### src/rtl/cpu_pkg.sv
// Shared CPU front-end definitions.
//   RESET_PC / EXC_VECTOR : default fetch addresses after reset and on exception entry
//   NOP                   : instruction register contents while nothing has been fetched
//   ST_*                  : fetch FSM state encoding
package cpu_pkg;

   localparam logic [31:0] RESET_PC   = 32'h0040_0000;
   localparam logic [31:0] EXC_VECTOR = 32'h0040_0004;
   localparam logic [31:0] NOP        = 32'h0000_0000;

   localparam logic [1:0] ST_START = 2'd0;
   localparam logic [1:0] ST_FETCH = 2'd1;
   localparam logic [1:0] ST_HOLD  = 2'd2;
   localparam logic [1:0] ST_KILL  = 2'd3;

endpackage

### src/rtl/instr_fetch_unit_if.sv
// Instruction memory request bus.
//   imem_req   : fetch request, held with a stable imem_addr until imem_ready
//   imem_addr  : word address being fetched
//   imem_ready : one-cycle completion pulse
//   imem_rdata : instruction word, valid with imem_ready
// master = fetch unit, slave = instruction memory.
interface instr_fetch_unit_if;

   logic        imem_req;
   logic [31:0] imem_addr;
   logic        imem_ready;
   logic [31:0] imem_rdata;

   modport master (output imem_req, imem_addr, input imem_ready, imem_rdata);
   modport slave  (input imem_req, imem_addr, output imem_ready, imem_rdata);

endinterface

### src/rtl/pc_next_mux.sv
// Next-PC selection for the fetch unit (purely combinational).
//   pc, pc_plus4       : current PC and its 32-bit wrapping successor
//   flush              : exception entry, overrides everything
//   take               : the held instruction is being acknowledged this cycle
//   redirect_valid/pc  : control-flow target supplied with the acknowledge
//   next_pc            : PC to load on the next edge (pc itself when nothing happens)
//   misaligned         : taken redirect whose target is not word aligned
module pc_next_mux
   import cpu_pkg::*;
#(
   parameter logic [31:0] EXC_VECTOR_PC = cpu_pkg::EXC_VECTOR
) (
   input  logic [31:0] pc,
   input  logic        flush,
   input  logic        take,
   input  logic        redirect_valid,
   input  logic [31:0] redirect_pc,
   output logic [31:0] pc_plus4,
   output logic [31:0] next_pc,
   output logic        misaligned
);

   assign pc_plus4 = pc + 32'd4;

   always_comb begin
      next_pc    = pc;
      misaligned = 1'b0;
      if (flush) begin
         next_pc = EXC_VECTOR_PC;
      end else if (take) begin
         if (!redirect_valid) begin
            next_pc = pc_plus4;
         end else if (redirect_pc[1:0] != 2'b00) begin
            // bad target traps to the exception vector instead of fetching garbage
            next_pc    = EXC_VECTOR_PC;
            misaligned = 1'b1;
         end else begin
            next_pc = redirect_pc;
         end
      end
   end

endmodule

### src/rtl/instr_fetch_unit.sv
// Instruction fetch unit: owns the PC, fetches one word at a time over the
// imem bus and holds it in the instruction register until the core acks it.
//   clk, rst       : clock, asynchronous active-high reset
//   imem           : instruction memory bus (master side)
//   instr          : held instruction word for the decoder
//   instr_valid    : instr/pc describe a live instruction
//   instr_ack      : core consumes instr this cycle
//   redirect_valid : with instr_ack, continue at redirect_pc instead of pc+4
//   redirect_pc    : control-flow target
//   flush_valid    : exception entry, any cycle, highest priority
//   pc, pc_plus4   : address of instr and its successor
//   pc_err         : one-cycle pulse after a misaligned redirect
module instr_fetch_unit #(
   parameter logic [31:0] RESET_PC   = cpu_pkg::RESET_PC,
   parameter logic [31:0] EXC_VECTOR = cpu_pkg::EXC_VECTOR
) (
   input  logic                       clk,
   input  logic                       rst,
   instr_fetch_unit_if.master         imem,
   output logic [31:0]                instr,
   output logic                       instr_valid,
   input  logic                       instr_ack,
   input  logic                       redirect_valid,
   input  logic [31:0]                redirect_pc,
   input  logic                       flush_valid,
   output logic [31:0]                pc,
   output logic [31:0]                pc_plus4,
   output logic                       pc_err
);
   import cpu_pkg::*;

   logic [1:0]  state, state_nxt;
   logic [31:0] pc_nxt;
   logic [31:0] kill_addr;
   logic        take;
   logic        misaligned;

   assign take = (state == ST_HOLD) && instr_ack;

   pc_next_mux #(.EXC_VECTOR_PC(EXC_VECTOR)) u_pc_next_mux (
      .pc             (pc),
      .flush          (flush_valid),
      .take           (take),
      .redirect_valid (redirect_valid),
      .redirect_pc    (redirect_pc),
      .pc_plus4       (pc_plus4),
      .next_pc        (pc_nxt),
      .misaligned     (misaligned)
   );

   // A flushed request keeps presenting its original address until the
   // memory completes it, even though pc has already moved to the vector.
   assign imem.imem_req  = (state == ST_FETCH) || (state == ST_KILL);
   assign imem.imem_addr = (state == ST_KILL) ? kill_addr : pc;

   always_comb begin
      state_nxt = ST_START;
      case (state)
         ST_START: state_nxt = ST_FETCH;
         ST_FETCH: begin
            if (imem.imem_ready) state_nxt = flush_valid ? ST_FETCH : ST_HOLD;
            else                 state_nxt = flush_valid ? ST_KILL  : ST_FETCH;
         end
         ST_HOLD:  state_nxt = (flush_valid || instr_ack) ? ST_FETCH : ST_HOLD;
         ST_KILL:  state_nxt = imem.imem_ready ? ST_FETCH : ST_KILL;
         default:  state_nxt = ST_START;
      endcase
   end

   always_ff @(posedge clk or posedge rst) begin
      if (rst) begin
         state       <= ST_START;
         pc          <= RESET_PC;
         kill_addr   <= RESET_PC;
         instr       <= NOP;
         instr_valid <= 1'b0;
         pc_err      <= 1'b0;
      end else begin
         state  <= state_nxt;
         pc     <= pc_nxt;
         pc_err <= misaligned;
         if (state == ST_FETCH && flush_valid && !imem.imem_ready)
            kill_addr <= pc;
         if (state == ST_FETCH && imem.imem_ready && !flush_valid)
            instr <= imem.imem_rdata;
         if (flush_valid)
            instr_valid <= 1'b0;
         else if (state == ST_FETCH && imem.imem_ready)
            instr_valid <= 1'b1;
         else if (take)
            instr_valid <= 1'b0;
      end
   end

endmodule
### src/flat_wrapper.sv
// flat-port wrapper written by rule: the top's interface ports become plain ports
module instr_fetch_unit_flat import cpu_pkg::*;
#(
   parameter logic [31:0] RESET_PC   = cpu_pkg::RESET_PC,
   parameter logic [31:0] EXC_VECTOR = cpu_pkg::EXC_VECTOR
)
  (clk, rst, instr, instr_valid, instr_ack, redirect_valid, redirect_pc, flush_valid, pc, pc_plus4, pc_err, imem_imem_req, imem_imem_addr, imem_imem_ready, imem_imem_rdata);
  instr_fetch_unit_if imem_i ();
  input  logic clk;
  input  logic rst;
  output logic [31:0] instr;
  output logic instr_valid;
  input  logic instr_ack;
  input  logic redirect_valid;
  input  logic [31:0] redirect_pc;
  input  logic flush_valid;
  output logic [31:0] pc;
  output logic [31:0] pc_plus4;
  output logic pc_err;
  output wire logic [$bits(imem_i.imem_req)-1:0] imem_imem_req;
  output wire logic [$bits(imem_i.imem_addr)-1:0] imem_imem_addr;
  input wire logic [$bits(imem_i.imem_ready)-1:0] imem_imem_ready;
  input wire logic [$bits(imem_i.imem_rdata)-1:0] imem_imem_rdata;
  assign imem_imem_req = imem_i.imem_req;
  assign imem_imem_addr = imem_i.imem_addr;
  assign imem_i.imem_ready = imem_imem_ready;
  assign imem_i.imem_rdata = imem_imem_rdata;
  instr_fetch_unit #(.RESET_PC(RESET_PC), .EXC_VECTOR(EXC_VECTOR)) u_core (.clk(clk), .rst(rst), .imem(imem_i), .instr(instr), .instr_valid(instr_valid), .instr_ack(instr_ack), .redirect_valid(redirect_valid), .redirect_pc(redirect_pc), .flush_valid(flush_valid), .pc(pc), .pc_plus4(pc_plus4), .pc_err(pc_err));
endmodule
### config.mk
export PLATFORM = sky130hd
export DESIGN_NAME = instr_fetch_unit_flat
export DESIGN_NICKNAME = d
export VERILOG_FILES = /design/src/rtl/cpu_pkg.sv /design/src/rtl/instr_fetch_unit_if.sv /design/src/rtl/pc_next_mux.sv /design/src/rtl/instr_fetch_unit.sv /design/src/flat_wrapper.sv
export SDC_FILE = /design/constraint.sdc
export NUM_CORES = 1
export LEC_CHECK = 0
export ABC_AREA = 1
export BUFFER_PORTS_ARGS = -buffer_cell sky130_fd_sc_hd__buf_2
export CORE_UTILIZATION = 53
export DETAILED_ROUTE_END_ITERATION = 12
export HOLD_SLACK_MARGIN = 0.15
export PLACE_DENSITY = 0.83
export SYNTH_ARGS = -nofsm -noshare
export SYNTH_HDL_FRONTEND = slang
export SYNTH_SLANG_ARGS = --single-unit
export TNS_END_PERCENT = 1
### constraint.sdc
create_clock -name clk -period 4.8 [get_ports clk]
set_clock_uncertainty 0.1 [all_clocks]
set_input_delay 0.48 -clock clk [delete_from_list [all_inputs] [get_ports clk]]
set_output_delay 0.48 -clock clk [all_outputs]
set_load 0.005 [all_outputs]
Word level (Yosys, flattened, before mapping)

Cells that the tools add are included.

Add/sub/neg operators: 1
Reduce and logical (&&, ||, !) cells: 13
Mux-type cells: 18
Eq/ne operators: 3

Operators by type and width:

| kind                                          | number |
|---|---|
| two-way mux 32 bit                            | 5 |
| adder 32 x 3 -> 32 bit, second input constant | 1 |
| two-way mux 2 bit                             | 5 |
| case mux 2 bit (4 select lines)               | 1 |
| two-way mux 1 bit                             | 7 |
| logical AND 1 bit                             | 5 |
| == test 2 bit, second input constant          | 2 |
| nonzero test 2 bit                            | 2 |
| nonzero test 3 bit                            | 1 |
| == test 2 x 1 -> 1 bit, second input constant | 1 |
| logical NOT 1 bit                             | 2 |
| logical NOT 2 bit                             | 1 |
| logical OR 1 bit                              | 2 |

Word-level logic and storage cells: 41
Output and inout bits: 131
Bits in registers: 100
Input port bits: 70

Logic depth before layout (Yosys ltp)

Depth in word-level cells: 5
Gate-level depth with buffers: 10
Gate-level depth less buffers: 10

By module

From an unflattened synthesis, not the netlist that was laid out.

Cells, all modules: 807
Area, all modules: 5819.3 sq um

By module, submodules not included:

| module           | area an instance (sq um) | cells each | times used |
|---|---|---|---|
| instr_fetch_unit | 4001.3                   | 442        | 1 |
| pc_next_mux      | 1818.0                   | 365        | 1 |

Worst setup path before layout

OpenSTA, ideal clock, no wires.

Path type: flip-flop to output port
Start point: register u_core.pc[2]
End point: output pc_plus4[18]
Buffers on the path: 0
Path slack: 2884 ps
Arrival time: 1336 ps
Stages on the path, launching flop included: 8
Cells stage by stage: dfrtp_1 -> ha_1 -> nand2_1 -> nor2_1 -> nand2_1 -> nor2_2 -> xor2_1 -> inv_1

Word-level cells in the longest chain between the ends: 1

RTL lines:

| what                     | line                   | text |
|---|---|---|
| start: declaration       | instr_fetch_unit.sv:26 | `output logic [31:0] pc,` |
| start signal: assignment | instr_fetch_unit.sv:80 | `pc <= pc_nxt;` |
| adder 32 x 3 -> 32 bit   | pc_next_mux.sv:23      | `assign pc_plus4 = pc + 32'd4;` |
| end: declaration         | flat_wrapper.sv:18     | `output logic [31:0] pc_plus4;` |

Every way passes these cells.

Worst setup path in the final report

Same ends and word-level chain as after synthesis.

==> flow_summary.yaml <==
placed_design:
  dp.cells: 981
  port_buffers: 200
  gp_congestion: 1.02
  place.detailed.hpwl_mm: 10.9
synth:
  syn_area_per_cell_um2: 7.82
  netlist_top_cells_area: "dfrtp_1, nand2_1, o21ai_0, mux2_2, nor2_1"
  ys.flop_type: "dfrtp_1"
  synth-edff-count: 0
  ys_seq_area_share_pct: 47.5
  yosysTopAreaCellShare_pct: 46.5
  synth_cell_type_count: 29
  synthTopCellsByCount: "nand2_1, dfrtp_1, o21ai_0"
  yosysTopAreaCell: "dfrtp_1"
  synthesis.area_mm2: 0.00528
  syn_nets: 747
  ys_ff_latch: 100
  async_flop_share_pct: 100
  syn_inst: 675
  yosysMostFrequentCell: "nand2_1"
  synth-warning-count: 0
power_and_ir_drop:
  seqPwrFrac_pct: 49.9
  ir_worst_vdd_mv: 0.301
  p_sw_mw: 0.739
  comb_power_share_pct: 28.5
  p_leak_nw: 3.43
  power_density_mw_per_mm2: 348
  internal_power_mw: 1.53
  switching_share_pct: 32.6
  clkPwrFrac_pct: 21.6
global_route:
  grt_max_degree: 65
  grt_pass1_vias: 4702
  gr-usage-all-layers_pct: 28.8
  antenna_found_initial: 0
  overflow: 0
  grt_first_pass_wirelength_mm: 22.7
cts:
  cts_resized: 0
  htreeDepth: 3
  cts-buffers-inserted: 9
  cts_setup_buffers: 0
  cts_buffer_depth: 2
  clk_pin_slew_ns: 0.11
  cts_tree: "built"
  holdBufCountCts: 1
  clock_latency_ns: 0.36
  root_buffer: "clkbuf_8"
  clock_sinks: 100
setup_path:
  worstSetupPathType: "flop to primary output"
  r2r-start: "u_core.state[0]$_DFF_PP0_"
  cp.arrival_ns: 2.13
  r2r-end: "u_core.kill_addr[26]$_DFFE_PP0P_"
  r2r_setup_slack_ns: 2.50
  crit_required_ns: 4.22
  cp-end-kind: "primary output"
  r2r_cells: 4
  critPathMaxFanout: 5
  start_kind: "flop"
routing:
  wirelength_mm: 14.8
  routed_via_density: 5.16
  drt-pass1-iter-count: 4
  antenna_left: 0
  dr_total_vias: 5144
  wl_per_cell_um: 14.8
  first_iter_violations: 257
  drc: 0
hold_path:
  min_to: "u_core.instr[9]$_DFFE_PP0P_"
  min_path_type: "primary input to flop"
  hold_depth: 2
  min_from: "imem_imem_rdata[9]"
floorplanning:
  start_util_pct: 54.3
  ios: 201
  design.die.area_mm2: 0.0104
  die_h_um: 102
  rows: 36
  core-area_mm2: 0.00973
  dieWidth_um: 102
job:
  maxCapViolCount: 0
run_status:
  outcome: "complete, no violations"
timing:
  holdWs_ns: 0.239
  fin_crit_sh_pct: 56.5
  final.setup.tns_ns: 0
  worst_slew_pin_slew_ns: 1.05
  maxClockFrequency_ghz: 0.369
  setup_viol: 0
  hold_viol_final: 0
  fin_crit_ns: 2.71
  relSlewSlack_pct: 29.7
  rsz0062_at_grt: "no"
  drv_slew: 0
layout:
  area_growth_pct: 23.6
  drive_above_1_share_pct: 30.8
  diodes: 0
  nNetsFinal: 932
  final.fill_count: 905
  regArea_mm2: 0.00250
  finalNonFillerCells: 997
  multi_input_area_mm2: 0.00242
[sequential cells by signal, summed over array words and instances, names as in the netlist]
signal              count
u_core.instr           32
u_core.kill_addr       32
u_core.pc              32
u_core.state            2
u_core.instr_valid      1
u_core.pc_err           1
[worst max-delay path, cell delays in order (launching register included)]
cell and delay, ns:
dfrtp_1 0.42, ha_1 0.22, nand2_1 0.07, nor2_1 0.15, nand2_1 0.18, nor2_2 0.25, xor2_1 0.30, inv_1 0.06
buf_2 0.13
[cell usage in the layout, fill, tap and decap left out, types with 2 or more instances in the layout]
cell type   Yosys  routed
nor2_2          7       7
clkinv_4        0       2
o22ai_1         5       5
dfstp_2         2       2
nor2_4          3       3
clkbuf_8        0       9
nor2_1         70      70
nand3_1        30      29
a21oi_1        34      34
o21ai_0        79      79
o21ai_1         5       5
nand2_1       194     194
o211ai_1        2       2
buf_4           2       3
buf_2           8     200
xor2_1         14      14
dfrtp_1        98      98
ha_1            2       2
mux2_2         32      32
inv_1          58      57
clkinv_1        2       2
clkinvlp_4      0       3
nand3_2         1       2
[area by class of cell]
cell class / instances / share of cell area (%)
timing repair buffer: 204 / 15.8
clock inverter: 5 / 0.614
multi-input combinational: 484 / 37.1
clock buffer: 10 / 1.96
tap: 133 / 2.55
inverter: 61 / 3.55
sequential: 100 / 38.4
[routing by layer]
metal  share of wire (%)  up-vias  track usage, %
li1                    -     2537               -
met1                  42     2355            36.5
met2                  48      226            48.1
met3                 8.1       26            6.28
met4                 2.6        0            11.1
met5                   0        -               0
[how the worst max path moves through the flow]
stage	start	end	slack, ns
floorplan	rst	u_core.instr[0]$_DFFE_PP0P_	1.60
global placement	u_core.pc[2]$_DFFE_PP0P_	pc_plus4[18]	2.56
detailed placement	u_core.pc[2]$_DFFE_PP0P_	pc_plus4[18]	2.53
CTS	u_core.pc[2]$_DFFE_PP0P_	pc_plus4[14]	2.11
global route	u_core.pc[2]$_DFFE_PP0P_	pc_plus4[18]	1.93
finish	u_core.pc[2]$_DFFE_PP0P_	pc_plus4[18]	2.09
[metrics by stage]
stage	power (mW)	worst slack, ns	cell area (µm²)	utilization (%)
after floorplan	1.49	1.60	5280	-
after detailed placement	1.79	2.53	6350	65.2
after CTS	2.28	2.11	6520	67.1
after global routing	2.40	1.93	6520	67.1
after global placement	1.77	2.56	6350	65.2
final	2.27	2.09	6520	67.1
[cells by family (layout without fill, tap and decap cells)]
kind of cell / count (synthesis) / count (layout) / synth area share [%]
muxes: 32 / 32 / 6.83
xor gates and xnor gates: 14 / 14 / 2.32
DFF: 100 / 100 / 47.5
buffers and inverters: 91 / 280 / 6.80
AOI/OAI and AO/OA: 127 / 127 / 12.4
and+or+nand+nor: 309 / 309 / 23.7
adders and majority gates: 2 / 2 / 0.474
[power by group through the flow]
stage / combinational [mW] / sequential (mW) / clock (mW)
final: 0.647 / 1.13 / 0.490
after global placement: 0.636 / 1.14 / 0
after floorplan: 0.346 / 1.15 / 0
after global routing: 0.719 / 1.15 / 0.522
after CTS: 0.654 / 1.13 / 0.494
after detailed placement: 0.651 / 1.14 / 0
Power figures use the tool's default switching activity.
